==> config.mk <==
export PLATFORM = sky130hd
export DESIGN_NAME = sdram_init_flat
export DESIGN_NICKNAME = d
export VERILOG_FILES = /design/src/rtl/sdram_pkg.sv /design/src/rtl/sdram_init_if.sv /design/src/rtl/sdram_wait.sv /design/src/rtl/sdram_init.sv /design/src/flat_wrapper.sv
export SDC_FILE = /design/constraint.sdc
export NUM_CORES = 1
export LEC_CHECK = 0
export ABC_CLOCK_PERIOD_IN_PS = 2500
export CORE_MARGIN = 2
export CORE_UTILIZATION = 55
export CTS_CLUSTER_SIZE = 16
export DETAILED_ROUTE_END_ITERATION = 8
export PLACE_DENSITY_LB_ADDON = 0.25
export RECOVER_POWER = 100
export REMOVE_ABC_BUFFERS = 1
export SYNTH_ARGS = -nofsm -noshare
export SYNTH_HDL_FRONTEND = slang
export SYNTH_SLANG_ARGS = --single-unit
==> constraint.sdc <==
create_clock -name clk -period 2.5 [get_ports clk]
set_input_delay 0.375 -clock clk [delete_from_list [all_inputs] [get_ports clk]]
set_output_delay 0.375 -clock clk [all_outputs]
set_load 0.01 [all_outputs]
==> src/rtl/sdram_pkg.sv <==
// Shared SDRAM types: command encodings, init-sequencer states and address constants.
package sdram_pkg;

    localparam int unsigned SDRAM_A_W  = 13;
    localparam int unsigned SDRAM_BA_W = 2;

    // {cs_n, ras_n, cas_n, we_n}
    typedef enum logic [3:0] {
        CMD_INHIBIT   = 4'b1111,
        CMD_NOP       = 4'b0111,
        CMD_ACTIVE    = 4'b0011,
        CMD_READ      = 4'b0101,
        CMD_WRITE     = 4'b0100,
        CMD_PRECHARGE = 4'b0010,
        CMD_REFRESH   = 4'b0001,
        CMD_LOAD_MODE = 4'b0000
    } sdram_cmd_t;

    typedef enum logic [2:0] {
        ST_PWR,
        ST_PRE,
        ST_PRE_W,
        ST_REF,
        ST_REF_W,
        ST_MRS,
        ST_MRS_W,
        ST_DONE
    } sdram_init_state_t;

    // A10 high on PRECHARGE selects all banks
    localparam logic [SDRAM_A_W-1:0] SDRAM_A10_ALL = 13'h0400;

endpackage

==> src/rtl/sdram_init_if.sv <==
// Command-bus bundle between the init sequencer and the controller/bus mux.
interface sdram_init_if;
    import sdram_pkg::*;

    logic                  reinit;
    logic                  cke;
    sdram_cmd_t            cmd;
    logic [SDRAM_BA_W-1:0] ba;
    logic [SDRAM_A_W-1:0]  a;
    logic                  done;

    modport master (
        input  reinit,
        output cke, cmd, ba, a, done
    );

    modport slave (
        output reinit,
        input  cke, cmd, ba, a, done
    );

endinterface

==> src/rtl/sdram_wait.sv <==
// Shared down-counter for SDRAM timing waits; ready is registered and asserts
// once the counter has reached zero, staying high until the next load.
module sdram_wait #(
    parameter int unsigned CNT_W   = 14,
    parameter int unsigned RST_VAL = 10000
) (
    input  logic             clk,
    input  logic             reset,
    input  logic             load,
    input  logic [CNT_W-1:0] value,
    output logic             ready
);

    logic [CNT_W-1:0] cnt;

    always_ff @(posedge clk) begin
        if (reset) begin
            cnt   <= CNT_W'(RST_VAL);
            ready <= (RST_VAL == 0);
        end else if (load) begin
            cnt   <= value;
            ready <= (value == '0);
        end else begin
            cnt   <= (cnt == '0) ? '0 : cnt - CNT_W'(1);
            ready <= (cnt <= CNT_W'(1));
        end
    end

endmodule

==> src/rtl/sdram_init.sv <==
// SDRAM power-up initialisation sequencer: power-up wait, precharge-all,
// N_REF auto-refreshes, load-mode, then hands the bus over via done.
// Define SDRAM_INIT_FASTSIM_EN to shorten the power-up wait to one cycle.
module sdram_init
    import sdram_pkg::*;
#(
    parameter int unsigned          T_PWR = 10000,
    parameter int unsigned          T_RP  = 2,
    parameter int unsigned          T_RFC = 7,
    parameter int unsigned          T_MRD = 2,
    parameter int unsigned          N_REF = 8,
    parameter logic [SDRAM_A_W-1:0] MODE  = 13'h033,
    parameter int unsigned          CNT_W = 14
) (
    input  logic          clk,
    input  logic          reset,
    sdram_init_if.master  bus
);

`ifdef SDRAM_INIT_FASTSIM_EN
    localparam int unsigned T_PWR_EFF = 1;
`else
    localparam int unsigned T_PWR_EFF = T_PWR;
`endif

    localparam int unsigned REF_W = $clog2(N_REF + 1);

    // The counter is loaded on the edge leaving the command state, so a wait
    // of T cycles between commands needs T-2 further decrements.
    localparam logic [CNT_W-1:0] RP_LD  = (T_RP  >= 2) ? CNT_W'(T_RP  - 2) : '0;
    localparam logic [CNT_W-1:0] RFC_LD = (T_RFC >= 2) ? CNT_W'(T_RFC - 2) : '0;
    localparam logic [CNT_W-1:0] MRD_LD = (T_MRD >= 2) ? CNT_W'(T_MRD - 2) : '0;

    sdram_init_state_t state, state_d;

    logic             wait_load;
    logic [CNT_W-1:0] wait_value;
    logic             wait_ready;
    logic [REF_W-1:0] ref_cnt;
    logic             reinit_q;

    logic                  cke_d;
    sdram_cmd_t            cmd_d;
    logic [SDRAM_BA_W-1:0] ba_d;
    logic [SDRAM_A_W-1:0]  a_d;
    logic                  done_d;

    sdram_wait #(
        .CNT_W   (CNT_W),
        .RST_VAL (T_PWR_EFF)
    ) u_wait (
        .clk   (clk),
        .reset (reset),
        .load  (wait_load),
        .value (wait_value),
        .ready (wait_ready)
    );

    // State register
    always_ff @(posedge clk) begin
        if (reset) begin
            state <= ST_PWR;
        end else begin
            state <= state_d;
        end
    end

    // Refresh budget: armed in PRE, consumed one per REF
    always_ff @(posedge clk) begin
        if (reset) begin
            ref_cnt <= '0;
        end else if (state == ST_PRE) begin
            ref_cnt <= REF_W'(N_REF);
        end else if (state == ST_REF) begin
            ref_cnt <= ref_cnt - REF_W'(1);
        end
    end

    // reinit is only captured while done; anything else is dropped
    always_ff @(posedge clk) begin
        if (reset) begin
            reinit_q <= 1'b0;
        end else begin
            reinit_q <= bus.reinit && (state == ST_DONE);
        end
    end

    // Next-state and wait-counter control
    always_comb begin
        state_d    = state;
        wait_load  = 1'b0;
        wait_value = '0;

        case (state)
            ST_PWR: begin
                if (wait_ready) state_d = ST_PRE;
            end
            ST_PRE: begin
                wait_load  = 1'b1;
                wait_value = RP_LD;
                state_d    = (T_RP <= 1) ? ST_REF : ST_PRE_W;
            end
            ST_PRE_W: begin
                if (wait_ready) state_d = ST_REF;
            end
            ST_REF: begin
                wait_load  = 1'b1;
                wait_value = RFC_LD;
                if (T_RFC <= 1) begin
                    state_d = (ref_cnt <= REF_W'(1)) ? ST_MRS : ST_REF;
                end else begin
                    state_d = ST_REF_W;
                end
            end
            ST_REF_W: begin
                if (wait_ready) state_d = (ref_cnt == '0) ? ST_MRS : ST_REF;
            end
            ST_MRS: begin
                wait_load  = 1'b1;
                wait_value = MRD_LD;
                state_d    = (T_MRD <= 1) ? ST_DONE : ST_MRS_W;
            end
            ST_MRS_W: begin
                if (wait_ready) state_d = ST_DONE;
            end
            ST_DONE: begin
                if (reinit_q) state_d = ST_PRE;
            end
            default: state_d = ST_PWR;
        endcase
    end

    // Bus values decoded from the state being entered, so they register with it
    always_comb begin
        cke_d  = 1'b1;
        cmd_d  = CMD_NOP;
        ba_d   = '0;
        a_d    = '0;
        done_d = 1'b0;

        case (state_d)
            ST_PWR:  cmd_d = CMD_INHIBIT;
            ST_PRE: begin
                cmd_d = CMD_PRECHARGE;
                a_d   = SDRAM_A10_ALL;
            end
            ST_REF:  cmd_d = CMD_REFRESH;
            ST_MRS: begin
                cmd_d = CMD_LOAD_MODE;
                a_d   = MODE;
            end
            ST_DONE: done_d = 1'b1;
            default: cmd_d = CMD_NOP;
        endcase
    end

    // Output registers
    always_ff @(posedge clk) begin
        if (reset) begin
            bus.cke  <= 1'b0;
            bus.cmd  <= CMD_INHIBIT;
            bus.ba   <= '0;
            bus.a    <= '0;
            bus.done <= 1'b0;
        end else begin
            bus.cke  <= cke_d;
            bus.cmd  <= cmd_d;
            bus.ba   <= ba_d;
            bus.a    <= a_d;
            bus.done <= done_d;
        end
    end

endmodule

==> src/flat_wrapper.sv <==
// flat-port wrapper written by rule: the top's interface ports become plain ports
module sdram_init_flat import sdram_pkg::*;
#(
    parameter int unsigned          T_PWR = 10000,
    parameter int unsigned          T_RP  = 2,
    parameter int unsigned          T_RFC = 7,
    parameter int unsigned          T_MRD = 2,
    parameter int unsigned          N_REF = 8,
    parameter logic [SDRAM_A_W-1:0] MODE  = 13'h033,
    parameter int unsigned          CNT_W = 14
)
  (clk, reset, bus_reinit, bus_cke, bus_cmd, bus_ba, bus_a, bus_done);
  sdram_init_if bus_i ();
  input  logic clk;
  input  logic reset;
  input wire logic [$bits(bus_i.reinit)-1:0] bus_reinit;
  output wire logic [$bits(bus_i.cke)-1:0] bus_cke;
  output wire logic [$bits(bus_i.cmd)-1:0] bus_cmd;
  output wire logic [$bits(bus_i.ba)-1:0] bus_ba;
  output wire logic [$bits(bus_i.a)-1:0] bus_a;
  output wire logic [$bits(bus_i.done)-1:0] bus_done;
  assign bus_i.reinit = bus_reinit;
  assign bus_cke = bus_i.cke;
  assign bus_cmd = bus_i.cmd;
  assign bus_ba = bus_i.ba;
  assign bus_a = bus_i.a;
  assign bus_done = bus_i.done;
  sdram_init #(.T_PWR(T_PWR), .T_RP(T_RP), .T_RFC(T_RFC), .T_MRD(T_MRD), .N_REF(N_REF), .MODE(MODE), .CNT_W(CNT_W)) u_core (.clk(clk), .reset(reset), .bus(bus_i));
endmodule
# Yosys cells after proc, flatten, opt, wreduce, memory -nomap -nowiden
# Index checks and enable logic that the tools add are counted.
totals:
  regBits: 42
  latch_bits: 0
  mem_bits_rw: 0
  mem_bits_ro: 0
  inputBits: 3
  output_inout_bits: 21
  wordCells: 51
  n_memories: 0
classes:
  add_sub_neg: 2
  n_mul: 0
  div_mod_pow: 0
  order_cmp: 1
  n_eq_ne: 11
  shifts: 0
  n_mux: 18
  bitwise_logic: 0
  n_reduce_logical: 9
op_table:
  columns: ["cell", "count"]
  rows:
  - ["zero test 14 bit", 2]
  - ["two-way mux 14 bit", 2]
  - ["case mux 3 bit (8 select lines)", 1]
  - ["case mux 11 bit (2 select lines)", 1]
  - ["two-way mux 3 bit", 7]
  - ["== test 3 bit (second input constant)", 6]
  - ["case mux 4 bit (4 select lines)", 1]
  - ["<= comparator 14 x 1 -> 1 bit (second input constant)", 1]
  - ["subtractor 14 x 1 -> 14 bit (second input constant)", 1]
  - ["== test 3 x 2 -> 1 bit (second input constant)", 3]
  - ["two-way mux 4 bit", 2]
  - ["== test 3 x 1 -> 1 bit (second input constant)", 2]
  - ["zero test 3 bit", 2]
  - ["zero test 4 bit", 1]
  - ["two-way mux 1 bit", 4]
  - ["subtractor 4 x 1 -> 4 bit (second input constant)", 1]
  - ["OR reduction 3 bit", 1]
  - ["nonzero test 2 bit", 1]
  - ["OR reduction 2 bit", 1]
  - ["logical AND 1 bit", 1]

# Depth between registers and ports, before layout
# Gate-level depths: netlist of run 1.
depth:
  depth_word: 6
  ltp_mapped: 7
  depth_no_buf: 6

# By module
# Synthesis of run 1 repeated with hierarchy kept, for this count alone.
unflattened:
  cells_unflattened: 180
  area_unflattened_um2: 1589.0
modules_own_cells:
  columns: ["mod", "instances", "cells_per_inst", "area_per_inst_um2", "seq_area_each_um2"]
  rows:
  - ["sdram_wait", 1, 98, 838.3, 300.3]
  - ["sdram_init", 1, 82, 750.7, 320.3]

# Least setup slack after synthesis of run 1
# OpenSTA, ideal clock, no wires.
synth_timing:
  path_type: "register to register"
  startpoint: "register u_core.u_wait.cnt[0]"
  endpoint: "register u_core.u_wait.cnt[0]"
  setup_ps: 75
  arrival_time_ps: 1405
  required_ps: 2425
  path_slack_ps: 1019
  stages_incl_launch_ff: 8
  n_path_buf: 2
  synth_period_minus_slack_ps: 1481
  path_cell_list: "dfxtp_1 inv_1 ha_1 clkbuf_1 a41o_2 nand2b_1 buf_4 o22ai_1"
synth_between:
  elab_chain_len: 3
  word_cells_on_any_way: 4
synth_rtl:
  columns: ["item", "line_no", "text"]
  rows:
  - ["start: declaration", "sdram_wait.sv:14", "logic [CNT_W-1:0] cnt;"]
  - ["start signal: assignment", "sdram_wait.sv:18", "cnt <= CNT_W'(RST_VAL);"]
  - ["start signal: assignment", "sdram_wait.sv:21", "cnt <= value;"]
  - ["start signal: assignment", "sdram_wait.sv:24", "cnt <= (cnt == '0) ? '0 : cnt - CNT_W'(1);"]
  - ["subtractor 14 x 1 -> 14 bit or zero test 14 bit (tied branches)", "sdram_wait.sv:24", null]
  - ["two-way mux 14 bit *", "sdram_wait.sv:24", null]
  - ["two-way mux 14 bit *", "sdram_wait.sv:20", "end else if (load) begin"]
# Mark *: on every way between the ends. The rest lies on a longest branch, timed or not.
# A chain may end at the register's enable or synchronous reset.

# Final worst setup path of run 1
layout_timing:
  startpoint: "register u_core.u_wait.cnt[4]"
  endpoint: "register u_core.u_wait.cnt[0]"
layout_between:
  elab_chain_len: 3
layout_rtl:
  columns: ["item", "line_no"]
  rows:
  - ["zero test 14 bit", "sdram_wait.sv:24"]
  - ["two-way mux 14 bit", "sdram_wait.sv:24"]
  - ["two-way mux 14 bit", "sdram_wait.sv:20"]
# Every way passes these cells.

==> results of run 1 <==
==> cells by family after synthesis <==
kind of cell,Yosys count,synth area share
buf+inv,28,0.113
simple gates,55,0.211
other cells,1,0.00267
flops,31,0.442
xor+xnor,10,0.0623
compound gates,33,0.142
fa+ha+maj,3,0.0267
==> flip-flops by register name (all words and copies together), names as in the netlist <==
name                 count
u_core.bus.a             2
u_core.u_wait.ready      1
u_core.bus.cmd           4
u_core.state             3
u_core.ref_cnt           4
u_core.reinit_q          1
u_core.u_wait.cnt       14
u_core.bus.cke           1
u_core.bus.done          1
==> through the flow <==
step	cell area (sq um)	setup WS (ps)
after global routing	1550	436
after global placement	1480	725
after detailed placement	1480	655
after CTS	1550	829
after floorplan	1310	746
final	1550	542
==> synthesized netlist by cell type, drive strengths merged (2+ instances only) <==
cell type,n
nand2,9
inv,7
nand2b,6
nand3,6
ha,3
dfxtp,31
buf,15
o211ai,3
o22ai,3
nor3b,2
xor2,10
nor3,2
nand4,3
o21ai,11
a21oi,9
clkbuf,6
and2,3
or3,2
nor2,14
nand3b,2
nor4,3
==> power by group through the flow <==
stage	Sequential, uW	Combinational, uW	Clock [uW]
5_1_grt	542	110	357
3_5_place_dp	550	100	0
6_report	539	97.2	331
3_3_place_gp	548	95.2	0
2_1_floorplan	545	71.9	0
4_1_cts	539	101	338
==> cell type report <==
type / instances / share of cell area
Clock buffer: 8 / 0.0445
Inverter: 7 / 0.0170
Multi-Input combinational cell: 111 / 0.426
Sequential cell: 31 / 0.401
Tap cell: 30 / 0.0243
Timing Repair Buffer: 14 / 0.0866
==> path summary, 6_finish.rpt <==
check | from | end | slack [ps] | cells after the start
max | u_core.u_wait.cnt[4] | u_core.u_wait.cnt[0] | 540 | 5
min | u_core.ref_cnt[2] | u_core.ref_cnt[2] | 500 | 2
max reg2reg | u_core.u_wait.cnt[4] | u_core.u_wait.cnt[0] | 540 | 5
min reg2reg | u_core.ref_cnt[2] | u_core.ref_cnt[2] | 500 | 2
==> worst register-to-register path, delay by kind of cell, from the launching register on <==
kind,cells,cell delay [ps]
buf+inv,1,430
compound gates,2,490
flops,1,360
simple gates,2,560
==> per-layer routing <==
| metal | global-route usage | up-vias |
|---|---|---|
| met1 | 0.223 | 514 |
| met4 | 0.0875 | 0 |
| met5 | 0 | - |
| met3 | 0.0765 | 6 |
| met2 | 0.359 | 25 |
| li1 | - | 543 |
==> metrics, run 1 <==
Unique masters post-synth 35; Skew-Pair Late Insertion Delay 330 ps; asr flop ratio synth 0; Port-buffer cells 13; Combinational Power Share 0.101; post-route ant nets 0; Slowest-stage cell, CP clkbuf_1; predominant post-synthesis flop cell dfxtp_1; routed length per instance 12.8 um; Clock transition at path regs 100 ps; Tightest Pin Transition 547 ps; Register Area 621 sq um; WP data required 2710 ps; final net count 176; Final Hold Fails 0; CTS H-Tree Depth 2; Mean Syn Cell Area 8.73 sq um; critical path class flop to flop; hold_ws 497 ps; CP arrival 2170 ps; first-pass GRT wire length 4.35 mm; post-cts sizing count 0; Pint 716 uW; clock sinks 31; top cell type's share of synthesized area 0.442; setup TNS 0 ps; commonest non-fill, non-tap cell in the layout dfxtp_1; unrepaired setup endpoints after global routing no; vias in the first global route 992; Die Ht 54.5 um; die area 2980 sq um; most frequent cells in the layout 31 x dfxtp_1, 14 x nor2_1, 12 x dlygate4sd3_1; worst-path fanout max 11; number of setup buffers added after CTS 0; CTS tree yes; number of enable flip-flop cells after synthesis 0; Routed WL 2.57 mm; largest net degree at the start of global routing 15; CP bufs+invs 1; Static Leak 0.000591 uW; critical path's largest stage delay 430 ps; Post-DP HPWL 1.85 mm; Num CTS Buffers 5; post-synthesis register bit count 31; worst-path cell chain nor4_2 > clkbuf_1 > a41o_2 > nand2b_1 > o22ai_1; Via density 5.41; Met3 Wirelength 129 um; Sw Ratio 0.259; I/O pins 24; post-synthesis sequential area ratio 0.442; Syn Inst Count 161; CP Capture Type flop; wl on met1 1.13 mm; Core Area 2450 sq um; Fmax 511 MHz; hold buffers post-CTS 0; Root Driver clkbuf_4; layout filler cell count 228; NetSw 250 uW; yosys warns 0; area overhead of the layout relative to synthesis 10.1%; Pwr Density 625 nW/um^2; Starting Density 0.572; Pre-antenna DRT Iters 4; number of buffers on the longest clock path 2; max cap viols 0; share of layout cells above drive strength 1 0.0643; sequential share of power 0.557; IR drop worst, VDD 0.505 mV; synth top area cells dfxtp_1 44%, buf_4 7.5%, xor2_1 6.2%; max-slew violations 0; Final Skew 15.7 ps; status finished, final reports clean; # setup viols final 0; DRC 0; global placer's final weighted congestion 0.754; Placed Instances 193; GRT Util Overall 0.207; total power 967 uW; die width 54.5 um; wire length on met2 1.27 mm; path type of the worst min-delay path flop to flop; Initial DRC Count 17; Inserted Diodes 0; Final Non-Filler Cells 201; Startpoint Class flop; CP delay by family, top simple AND/OR/NAND/NOR gates; cell taking the most area after synthesis dfxtp_1; multi-input logic area 659 sq um; Tcrit/Tclk final 0.783; post-layout min period 1960 ps; vias 1088; initial antenna violation count 0; GRT overflow 0; row count 18; cell area after synthesis 1410 sq um; Final Core Density 0.630; Clk pwr share 0.342; Top Layer Used met4; Worst slew margin 0.633
Power figures use the tool's default switching activity.
==> run 2: changes to the inputs <==
- ABC_CLOCK_PERIOD_IN_PS: 2500 -> 1900
- CORE_UTILIZATION: 55 -> 51
- clock period: 2.5 -> 1.9 ns (I/O delays scaled with it)
==> metrics, run 2 (synthesis gave the netlist of run 1 again) <==
largest net degree at the start of global routing 14 (was 15); Fmax 600 MHz (was 511 MHz); area overhead of the layout relative to synthesis 11.1% (was 10.1%); vias in the first global route 988 (was 992); row count 19 (was 18); Slowest-stage cell, CP nor4_1 (was clkbuf_1); Skew-Pair Late Insertion Delay 330 ps (about the same); Tcrit/Tclk final 0.877 (was 0.783); critical path class flop to flop (unchanged); Core Area 2690 sq um (was 2450 sq um); CP Capture Type flop (unchanged); unrepaired setup endpoints after global routing no (unchanged); number of buffers on the longest clock path 2 (unchanged); final net count 179 (was 176); hold buffers post-CTS 0 (unchanged); DRC 0 (unchanged); FF-to-FF path depth 4 (was 5); Final WS setup 233 ps (was 542 ps); Die Ht 56.5 um (was 54.5 um); global placer's final weighted congestion 0.790 (was 0.754); Pre-antenna DRT Iters 4 (unchanged); Routed WL 2.50 mm (was 2.57 mm); post-layout min period 1670 ps (was 1960 ps); Post-DP HPWL 1.79 mm (was 1.85 mm); I/O pins 24 (unchanged); die width 56.5 um (was 54.5 um); most frequent cells in the layout 31 x dfxtp_1, 14 x nor2_1, 12 x dlygate4sd3_1 (unchanged); critical path's largest stage delay 420 ps (was 430 ps); first-pass GRT wire length 4.24 mm (was 4.35 mm); post-cts sizing count 0 (unchanged); CTS tree yes (unchanged); Starting Density 0.523 (was 0.572); Initial DRC Count 34 (was 17); clock sinks 31 (unchanged); share of layout cells above drive strength 1 0.0747 (was 0.0643); # setup viols final 0 (unchanged); GRT Util Overall 0.175 (was 0.207); hold_ws 502 ps (was 497 ps); vias 1064 (was 1088); status finished, final reports clean (unchanged); max cap viols 0 (unchanged); IR drop worst, VDD 0.635 mV (was 0.505 mV); number of setup buffers added after CTS 0 (unchanged); routed length per instance 12.2 um (was 12.8 um); Root Driver clkbuf_4 (unchanged); initial antenna violation count 0 (unchanged); Final Hold Fails 0 (unchanged); GRT overflow 0 (unchanged); Via density 5.19 (was 5.41); commonest non-fill, non-tap cell in the layout dfxtp_1 (unchanged); Pwr Density 811 nW/um^2 (was 625 nW/um^2); Regs by FF count u_core.u_wait.cnt x14, u_core.bus.cmd x4, u_core.ref_cnt x4 (unchanged); path type of the worst min-delay path flop to flop (unchanged); CP delay by family, top simple AND/OR/NAND/NOR gates (unchanged); hold depth 2 (unchanged); max reg flops 14 (unchanged); Post-Place Worst Slack 301 ps (was 655 ps); layout filler cell count 252 (was 228); Clock transition at path regs 90 ps (was 100 ps); Worst slew margin 0.625 (was 0.633); worst-path fanout max 8 (was 11); Inserted Diodes 0 (unchanged); CTS H-Tree Depth 2 (unchanged); Tightest Pin Transition 559 ps (was 547 ps); critical path depth 4 (was 5); post-route ant nets 0 (unchanged); Port-buffer cells 13 (unchanged); Startpoint Class flop (unchanged); setup slack, reg-to-reg 230 ps (was 540 ps); WP data required 2100 ps (was 2710 ps); setup TNS 0 ps (unchanged); die area 3190 sq um (was 2980 sq um); Num CTS Buffers 5 (unchanged); CP bufs+invs 0 (was 1); register with the most flip-flops u_core.u_wait.cnt (unchanged); max-slew violations 0 (unchanged); worst-path cell chain nor4_1 > a41o_2 > nand2b_1 > o22ai_1 (was nor4_2 > clkbuf_1 > a41o_2 > nand2b_1 > o22ai_1); CP arrival 1870 ps (was 2170 ps); Final Skew 6.19 ps (was 15.7 ps); Static Leak 0.000606 uW (was 0.000591 uW)
run 2: changes by cell type in the layout (fill, tap and decap cells not counted), sizes merged:
cell,change
buf,+2
clkbuf,+1
run 2: through the flow:
stage	util	total power (uW)	cell area [sq um]	std cells
floorplan	-	811	1310	149
global placement	0.560	853	1510	197
detailed placement	0.560	858	1510	197
CTS	0.586	1300	1570	205
global route	0.581	1330	1560	205
finish	0.581	1270	1560	205
run 2: path summary, 6_finish.rpt:
kind / start / endpoint
max reg2reg: u_core.u_wait.cnt[4] / u_core.u_wait.cnt[0]
min reg2reg: u_core.u_wait.cnt[3] / u_core.u_wait.cnt[3]
min: u_core.u_wait.cnt[3] / u_core.u_wait.cnt[3]
max: u_core.u_wait.cnt[4] / u_core.u_wait.cnt[0]
run 2: cell type report:
cell class	count	area, sq um	area share
Clock buffer	8	68.8	0.0441
Tap cell	31	38.8	0.0248
Inverter	7	26.3	0.0168
Timing Repair Buffer	17	154	0.0986
Sequential cell	31	621	0.397
Multi-Input combinational cell	111	653	0.418
run 2: worst min-delay path, stage by stage, from the launching register on:
cell and delay [ps]:
dfxtp_1 330, o31ai_1 70, a21oi_1 60
run 2: routing by layer:
| layer | vias to the layer above | track usage | wire length, um |
|---|---|---|---|
| li1 | 553 | - | - |
| met1 | 479 | 0.195 | 1130 |
| met2 | 27 | 0.286 | 1170 |
| met3 | 5 | 0.0737 | 155 |
| met4 | 0 | 0.0816 | 46 |
| met5 | - | 0 | 0 |
run 2: power breakdown:
group,switching [uW],internal (uW),total [uW],leakage (uW)
registers,27.9,678,706,0.000252
logic,80.1,47.5,128,0.000316
clock network,215,218,432,0.0000386
==> run 3: changes to the inputs <==
- CTS_CLUSTER_DIAMETER: not set -> 80
- GPL_ROUTABILITY_DRIVEN: not set -> 0
- SLEW_MARGIN: not set -> 15
==> results of run 3 <==
The final DEF is identical to that of run 2; final timing and power are the same.
